$ cat config.mk
export PLATFORM = sky130hd
export DESIGN_NAME = drw_rdfifo_wrapper_flat
export DESIGN_NICKNAME = d
export VERILOG_FILES = /design/src/rtl/drw_pkg.sv /design/src/rtl/drw_rdfifo_wrapper_if.sv /design/src/rtl/drw_rd_skid.sv /design/src/rtl/drw_rdfifo_wrapper.sv /design/src/flat_wrapper.sv
export SDC_FILE = /design/constraint.sdc
export NUM_CORES = 1
export LEC_CHECK = 0
export ABC_AREA = 1
export BUFFER_PORTS_ARGS = -buffer_cell sky130_fd_sc_hd__buf_4
export CAP_MARGIN = 15
export CELL_PAD_IN_SITES_DETAIL_PLACEMENT = 2
export CELL_PAD_IN_SITES_GLOBAL_PLACEMENT = 2
export CORE_UTILIZATION = 31
export CTS_CLUSTER_DIAMETER = 40
export CTS_CLUSTER_SIZE = 12
export DETAILED_ROUTE_END_ITERATION = 10
export PLACE_DENSITY = 0.85
export SYNTH_ARGS = -nofsm -noshare
export SYNTH_HDL_FRONTEND = slang
export SYNTH_HIERARCHICAL = 1
export SYNTH_SLANG_ARGS = --single-unit
$ cat constraint.sdc
create_clock -name ACLK -period 2.35 [get_ports ACLK]
set_input_delay 0.1175 -clock ACLK [delete_from_list [all_inputs] [get_ports ACLK]]
set_output_delay 0.1175 -clock ACLK [all_outputs]
set_load 0.02 [all_outputs]
$ cat src/rtl/drw_pkg.sv
// Shared draw-IP constants: FSM state encoding, default data width and burst length.
// The address generator and the write-side wrapper use the same BEATS constant.
package drw_pkg;

  localparam int DRW_DATA_W = 32;
  localparam int DRW_BEATS  = 16;

  typedef enum logic [1:0] {
    S_IDLE = 2'b00,
    S_RUN  = 2'b01,
    S_HOLD = 2'b10,
    S_DONE = 2'b11
  } drw_state_t;

endpackage

$ cat src/rtl/drw_rdfifo_wrapper_if.sv
// AXI R-channel beats in, draw read-FIFO write port out.
// The slave side is the wrapper; the master side is the R source plus the FIFO.
interface drw_rdfifo_wrapper_if #(
  parameter int DATA_W = drw_pkg::DRW_DATA_W
) ();

  logic              RVALID;
  logic [DATA_W-1:0] RDATA;
  logic              RLAST;
  logic              RREADY;
  logic              FULL;
  logic              almostFULL;
  logic              WR;
  logic [DATA_W-1:0] DIN;

  modport master (
    output RVALID, RDATA, RLAST, FULL, almostFULL,
    input  RREADY, WR, DIN
  );

  modport slave (
    input  RVALID, RDATA, RLAST, FULL, almostFULL,
    output RREADY, WR, DIN
  );

endinterface

$ cat src/rtl/drw_rd_skid.sv
// One-entry capture register for a beat that lands while the read FIFO is full.
// Loaded on a stalled accept, emptied when the FIFO takes the word.
module drw_rd_skid #(
  parameter int DATA_W = drw_pkg::DRW_DATA_W
) (
  input  logic              ACLK,
  input  logic              ARST,
  input  logic              clr,
  input  logic              load,
  input  logic              drain,
  input  logic [DATA_W-1:0] din,
  output logic [DATA_W-1:0] dout,
  output logic              vld
);

  logic [DATA_W-1:0] data_p1;
  logic              vld_p1;

  always_ff @(posedge ACLK or posedge ARST) begin
    if (ARST) begin
      data_p1 <= '0;
      vld_p1  <= 1'b0;
    end else if (clr) begin
      data_p1 <= '0;
      vld_p1  <= 1'b0;
    end else if (load) begin
      data_p1 <= din;
      vld_p1  <= 1'b1;
    end else if (drain) begin
      vld_p1  <= 1'b0;
    end
  end

  assign dout = data_p1;
  assign vld  = vld_p1;

endmodule

$ cat src/rtl/drw_rdfifo_wrapper.sv
// Read-side FIFO wrapper: moves AXI R beats into the draw read FIFO, counts
// beats/words, checks RLAST framing and flags transfer completion.
module drw_rdfifo_wrapper
  import drw_pkg::*;
#(
  parameter int DATA_W = DRW_DATA_W,
  parameter int BEATS  = DRW_BEATS,
  parameter int CNT_W  = 24
) (
  input  logic             ACLK,
  input  logic             ARST,
  input  logic             RST,
  input  logic             ADDR_VALID,
  input  logic             START,
  input  logic [CNT_W-1:0] TOTAL_WORDS,
  output logic             RD_FIN,
  output logic             RD_ERR,
  drw_rdfifo_wrapper_if.slave bus
);

  localparam int            BW        = (BEATS > 1) ? $clog2(BEATS) : 1;
  localparam logic [BW-1:0] BEAT_LAST = BW'(BEATS - 1);

  drw_state_t        state, state_nxt;
  logic              rready;
  logic              rd_err;
  logic [CNT_W-1:0]  word_cnt;
  logic [CNT_W-1:0]  total;
  logic [BW-1:0]     beat_cnt;
  logic              accept, last_word, rlast_exp, start_ok, wr;
  logic              soft_clr, skid_load, skid_drain, skid_vld;
  logic [DATA_W-1:0] skid_q;

  assign soft_clr   = RST || !ADDR_VALID;
  assign accept     = bus.RVALID && rready && (state == S_RUN);
  assign last_word  = (word_cnt == total - CNT_W'(1));
  assign rlast_exp  = (beat_cnt == BEAT_LAST) || last_word;
  assign start_ok   = START && ((state == S_IDLE) || (state == S_DONE));
  assign skid_load  = accept && bus.FULL;
  assign skid_drain = (state == S_HOLD) && skid_vld && !bus.FULL;

  drw_rd_skid #(.DATA_W(DATA_W)) u_skid (
    .ACLK  (ACLK),
    .ARST  (ARST),
    .clr   (soft_clr),
    .load  (skid_load),
    .drain (skid_drain),
    .din   (bus.RDATA),
    .dout  (skid_q),
    .vld   (skid_vld)
  );

  always_comb begin
    state_nxt = state;
    wr        = 1'b0;
    case (state)
      S_IDLE, S_DONE: begin
        if (START) state_nxt = (TOTAL_WORDS != '0) ? S_RUN : S_DONE;
      end
      S_RUN: begin
        if (accept) begin
          if (bus.FULL) begin
            state_nxt = S_HOLD;
          end else begin
            wr = 1'b1;
            if (last_word) state_nxt = S_DONE;
          end
        end
      end
      S_HOLD: begin
        // word_cnt already counted the captured beat, so compare against total itself
        if (skid_drain) begin
          wr        = 1'b1;
          state_nxt = (word_cnt == total) ? S_DONE : S_RUN;
        end
      end
      default: state_nxt = S_IDLE;
    endcase
    if (!ADDR_VALID) state_nxt = S_IDLE;
  end

  always_ff @(posedge ACLK or posedge ARST) begin
    if (ARST) begin
      state    <= S_IDLE;
      rready   <= 1'b0;
      rd_err   <= 1'b0;
      word_cnt <= '0;
      beat_cnt <= '0;
      total    <= '0;
    end else if (RST) begin
      state    <= S_IDLE;
      rready   <= 1'b0;
      rd_err   <= 1'b0;
      word_cnt <= '0;
      beat_cnt <= '0;
      total    <= '0;
    end else begin
      state  <= state_nxt;
      // one cycle stale by design; the skid register absorbs the beat that slips through
      rready <= (state_nxt == S_RUN) && !bus.almostFULL && !(wr && bus.almostFULL);
      if (!ADDR_VALID) begin
        word_cnt <= '0;
        beat_cnt <= '0;
        total    <= '0;
      end else if (start_ok) begin
        total    <= TOTAL_WORDS;
        word_cnt <= '0;
        beat_cnt <= '0;
        rd_err   <= 1'b0;
      end else if (accept) begin
        word_cnt <= word_cnt + CNT_W'(1);
        beat_cnt <= rlast_exp ? '0 : beat_cnt + BW'(1);
        if (bus.RLAST != rlast_exp) rd_err <= 1'b1;
      end
    end
  end

  assign bus.RREADY = rready;
  assign bus.WR     = wr;
  assign bus.DIN    = (state == S_HOLD) ? skid_q : bus.RDATA;
  assign RD_FIN     = (state == S_DONE);
  assign RD_ERR     = rd_err;

endmodule

$ cat src/flat_wrapper.sv
// flat-port wrapper written by rule: the top's interface ports become plain ports
module drw_rdfifo_wrapper_flat import drw_pkg::*;
#(
  parameter int DATA_W = DRW_DATA_W,
  parameter int BEATS  = DRW_BEATS,
  parameter int CNT_W  = 24
)
  (ACLK, ARST, RST, ADDR_VALID, START, TOTAL_WORDS, RD_FIN, RD_ERR, bus_RVALID, bus_RDATA, bus_RLAST, bus_FULL, bus_almostFULL, bus_RREADY, bus_WR, bus_DIN);
  drw_rdfifo_wrapper_if #(.DATA_W(DATA_W)) bus_i ();
  input  logic ACLK;
  input  logic ARST;
  input  logic RST;
  input  logic ADDR_VALID;
  input  logic START;
  input  logic [CNT_W-1:0] TOTAL_WORDS;
  output logic RD_FIN;
  output logic RD_ERR;
  input wire logic [$bits(bus_i.RVALID)-1:0] bus_RVALID;
  input wire logic [$bits(bus_i.RDATA)-1:0] bus_RDATA;
  input wire logic [$bits(bus_i.RLAST)-1:0] bus_RLAST;
  input wire logic [$bits(bus_i.FULL)-1:0] bus_FULL;
  input wire logic [$bits(bus_i.almostFULL)-1:0] bus_almostFULL;
  output wire logic [$bits(bus_i.RREADY)-1:0] bus_RREADY;
  output wire logic [$bits(bus_i.WR)-1:0] bus_WR;
  output wire logic [$bits(bus_i.DIN)-1:0] bus_DIN;
  assign bus_i.RVALID = bus_RVALID;
  assign bus_i.RDATA = bus_RDATA;
  assign bus_i.RLAST = bus_RLAST;
  assign bus_i.FULL = bus_FULL;
  assign bus_i.almostFULL = bus_almostFULL;
  assign bus_RREADY = bus_i.RREADY;
  assign bus_WR = bus_i.WR;
  assign bus_DIN = bus_i.DIN;
  drw_rdfifo_wrapper #(.DATA_W(DATA_W), .BEATS(BEATS), .CNT_W(CNT_W)) u_core (.ACLK(ACLK), .ARST(ARST), .RST(RST), .ADDR_VALID(ADDR_VALID), .START(START), .TOTAL_WORDS(TOTAL_WORDS), .RD_FIN(RD_FIN), .RD_ERR(RD_ERR), .bus(bus_i));
endmodule
==> out/results.ini <==
[grt]
grt_pass1_wl_mm = 36.2
grt_pass1_vias = 6826
grt_max_degree = 34
antenna_found_initial = 0
grt_use_total = 0.254
overflow = 0

[synthesis]
yosysWarnings = 6
synth_area_um2 = 5690
synth_top_area_frac = 0.392
syn_area_per_cell_um2 = 6.89
synth_ff_type = dfrtp_1
synth_top_cells_by_area = dfrtp_1, nand2_1, nand3_1
ys_types = 40
yosysMostFrequentCell = nand2_1
synth_nets = 896
ys_ff_latch = 89
netlist_instances = 825
ys_seq_area_frac = 0.392
yosysTopAreaCell = dfrtp_1
synth_edf_count = 0
synthArstFlopShare = 1.00
netlist_top_cells_count = nand2_1, dfrtp_1, inv_1, nand3_1, nor2_1

[finish]
diodes = 0
final_util = 0.412
drive_gt1_frac = 0.211
finalNetCount = 1022
area_growth_pct = 30.3
fin_cells = 1185
final_area_um2 = 7410

[clocking]
cts_made_buffers = 9
cts_tree = yes
cts_max_level = 3
clock-sinks = 89
clk_latency_ps = 360
clockBufferDepth = 2
cts_root_buf = clkbuf_16
clkTransAtPathRegs_ps = 70

[place]
portBuffers = 100
placed_cells = 1147
post-place-ws_ps = -159
hpwl_mm = 16.2
gp_congestion = 0.845
placed_area_um2 = 6730

[setup_path]
cp-end-kind = flop
worstPathRequired_ps = 2600
cp.depth = 16
arrival_ps = 2700
path_delay_family = simple AND/OR/NAND/NOR gates
timing.critical_path.buf_inv = 3
path_max_fanout = 3
slowest_stage = dfrtp_1
crit_type = reg2reg
critPathLaunchType = flop
rr_worst_depth = 16
cpPeakStageDelay_ps = 420
crit_chain = inv_2 -> ha_4 -> buf_6 -> buf_4 -> nand3_1 -> nand2_1 -> nor2_1 -> nand3_1 -> nor2_1 -> nand3_1 -> nor2_2 -> nand3_2 -> nand2_2 -> nand2_4 -> a21oi_2 -> nor2_1

[drt]
wl_per_cell_um = 20.3
post_drt_via_cell_ratio = 5.21
drt_first_pass_iters = 4
via_count = 6174
drt-total-wl_mm = 24.1
first_iter_violations = 183
drtAntennaViolNets = 0
drc = 0

[floorplanning]
coreArea_um2 = 18000
ios = 101
row_count = 49
die_h_um = 137
start_util = 0.317
die_w_um = 137
dieArea_um2 = 18900

[sta]
finalSetupViolCount = 3
slew_viol_final = 0
slew_headroom = 0.549
finalWorstSetupSlack_ps = -98.9
fmax_mhz = 408
fin_skew_ps = 6.72
rsz0062_at_grt = true
finalHoldViolCount = 0
worst_slew_pin_slew_ps = 676
min_period_ps = 2450
min_period_over_period = 1.04

[power]
power_density_nw_per_um2 = 561
p_leak_nw = 3.93
ir_worst_vdd_mv = 0.405

[run]
cap_violations = 0

[min_path]
min_path_type = in2reg
hold_depth = 3

[status]
violations = setup timing
outcome = finished, violations left

-- flip-flops by register name, summed over array words and instances, names as in the netlist --
register            count
u_core/word_cnt        24
u_core/state            2
u_core/u_skid/vld       1
u_core/bus.RREADY       1
u_core/RD_ERR           1
u_core/total           24
u_core/u_skid/dout     32
u_core/beat_cnt         4
-- metrics by stage --
step | TNS [ps] | total power (W) | hold WS (ps)
3_3_place_gp | -44.9 | 0.00237 | 264
6_report | -211 | 0.00415 | 7.60
4_1_cts | 0 | 0.00410 | 0.169
5_1_grt | -650 | 0.00433 | 2.22
3_5_place_dp | -379 | 0.00239 | 262
2_1_floorplan | 0 | 0.00208 | 184
-- cells in the final DEF (no fill, tap or decap), types with 2 or more instances in the layout --
cell           netlist  final
a211oi_1             2      2
a21oi_1             18     17
a31oi_1              2      2
buf_4                3    125
buf_6                5      2
bufinv_16            0      2
clkbuf_16            0      9
clkinv_1             3      3
clkinv_4             0      2
clkinvlp_4           0      2
dfrtp_1             89     87
dfrtp_2              0      2
dlygate4sd3_1        0     13
ha_1                 6      4
inv_1               83     79
inv_2                1      5
nand2_1            306    297
nand2_2              4     10
nand2_4              0      2
nand3_1             81     79
nand3_2              2      4
nand4_1             16     16
nor2_1              69     61
nor2_2              12     12
nor2_4               5     13
nor3_1              16     16
nor3_4               2      2
nor4_1               5      5
o21a_1               4      4
o21ai_0             31     31
o21bai_1             3      3
o22ai_1              2      2
o31ai_1              3      3
xnor2_1             16     15
xor2_1              10     10
-- worst reg2reg max path: stages (launching register included) --
cell     delay, ps
dfrtp_1        420
inv_2           90
ha_4           200
buf_6          120
buf_4          120
nand3_1         70
nand2_1         70
nor2_1         120
nand3_1         90
nor2_1         140
nand3_1        190
nor2_2         210
nand3_2        120
nand2_2        110
nand2_4         60
a21oi_2        150
nor2_1          60
-- what timing repair did --
| action | CTS | global route |
|---|---|---|
| endpoints found under the setup margin | 8 | 10 |
| hold endpoints to repair | 72 | 0 |
| setup buffers | 1 | 8 |
| hold buffers | 13 | 0 |
| gates resized for setup | 9 | 34 |
| pin swaps | 0 | 15 |
-- per-layer routing --
layer,up-vias,global-route usage,part of all wire
met3,55,0.0489,0.041
met2,148,0.449,0.51
met1,3100,0.300,0.42
met4,0,0.0983,0.031
met5,-,0,0
li1,2871,-,-
-- final cells by class --
type	count	area (µm²)
Sequential cell	89	2230
Inverter	87	327
Clock buffer	9	225
Clock inverter	7	104
Timing Repair Buffer	141	1110
Fill cell	2119	10600
Multi-Input combinational cell	623	3120
Tap cell	229	287
-- worst paths after layout --
check,start,to,slack [ps]
max,u_core/total[0],u_core/bus.RREADY,-100
min,bus_RDATA[15],u_core/u_skid/dout[15],8
max reg2reg,u_core/total[0],u_core/bus.RREADY,-100
min reg2reg,u_core/u_skid/dout[1],u_core/u_skid/dout[1],480
max in group asynchronous,ARST,u_core/total[8],1300
min in group asynchronous,ARST,u_core/word_cnt[14],430
-- report_power, final --
part / switching, W / leakage [nW] / internal [W]
sequential: 0.0000309 / 1.23 / 0.00155
clock: 0.000708 / 0.154 / 0.000945
combinational: 0.000577 / 2.55 / 0.000342
total: 0.00132 / 3.93 / 0.00284
-- logic make-up (layout without fill, tap and decap cells) --
kind of cell | after synthesis | after routing | synth area share
compound gates | 67 | 67 | 0.0660
xor+xnor | 26 | 26 | 0.0400
buf+inv | 113 | 244 | 0.0840
fa+ha+maj | 6 | 6 | 0.0132
flops | 89 | 89 | 0.392
simple gates | 524 | 524 | 0.405
No activity file was read; power rests on OpenSTA's default activity.
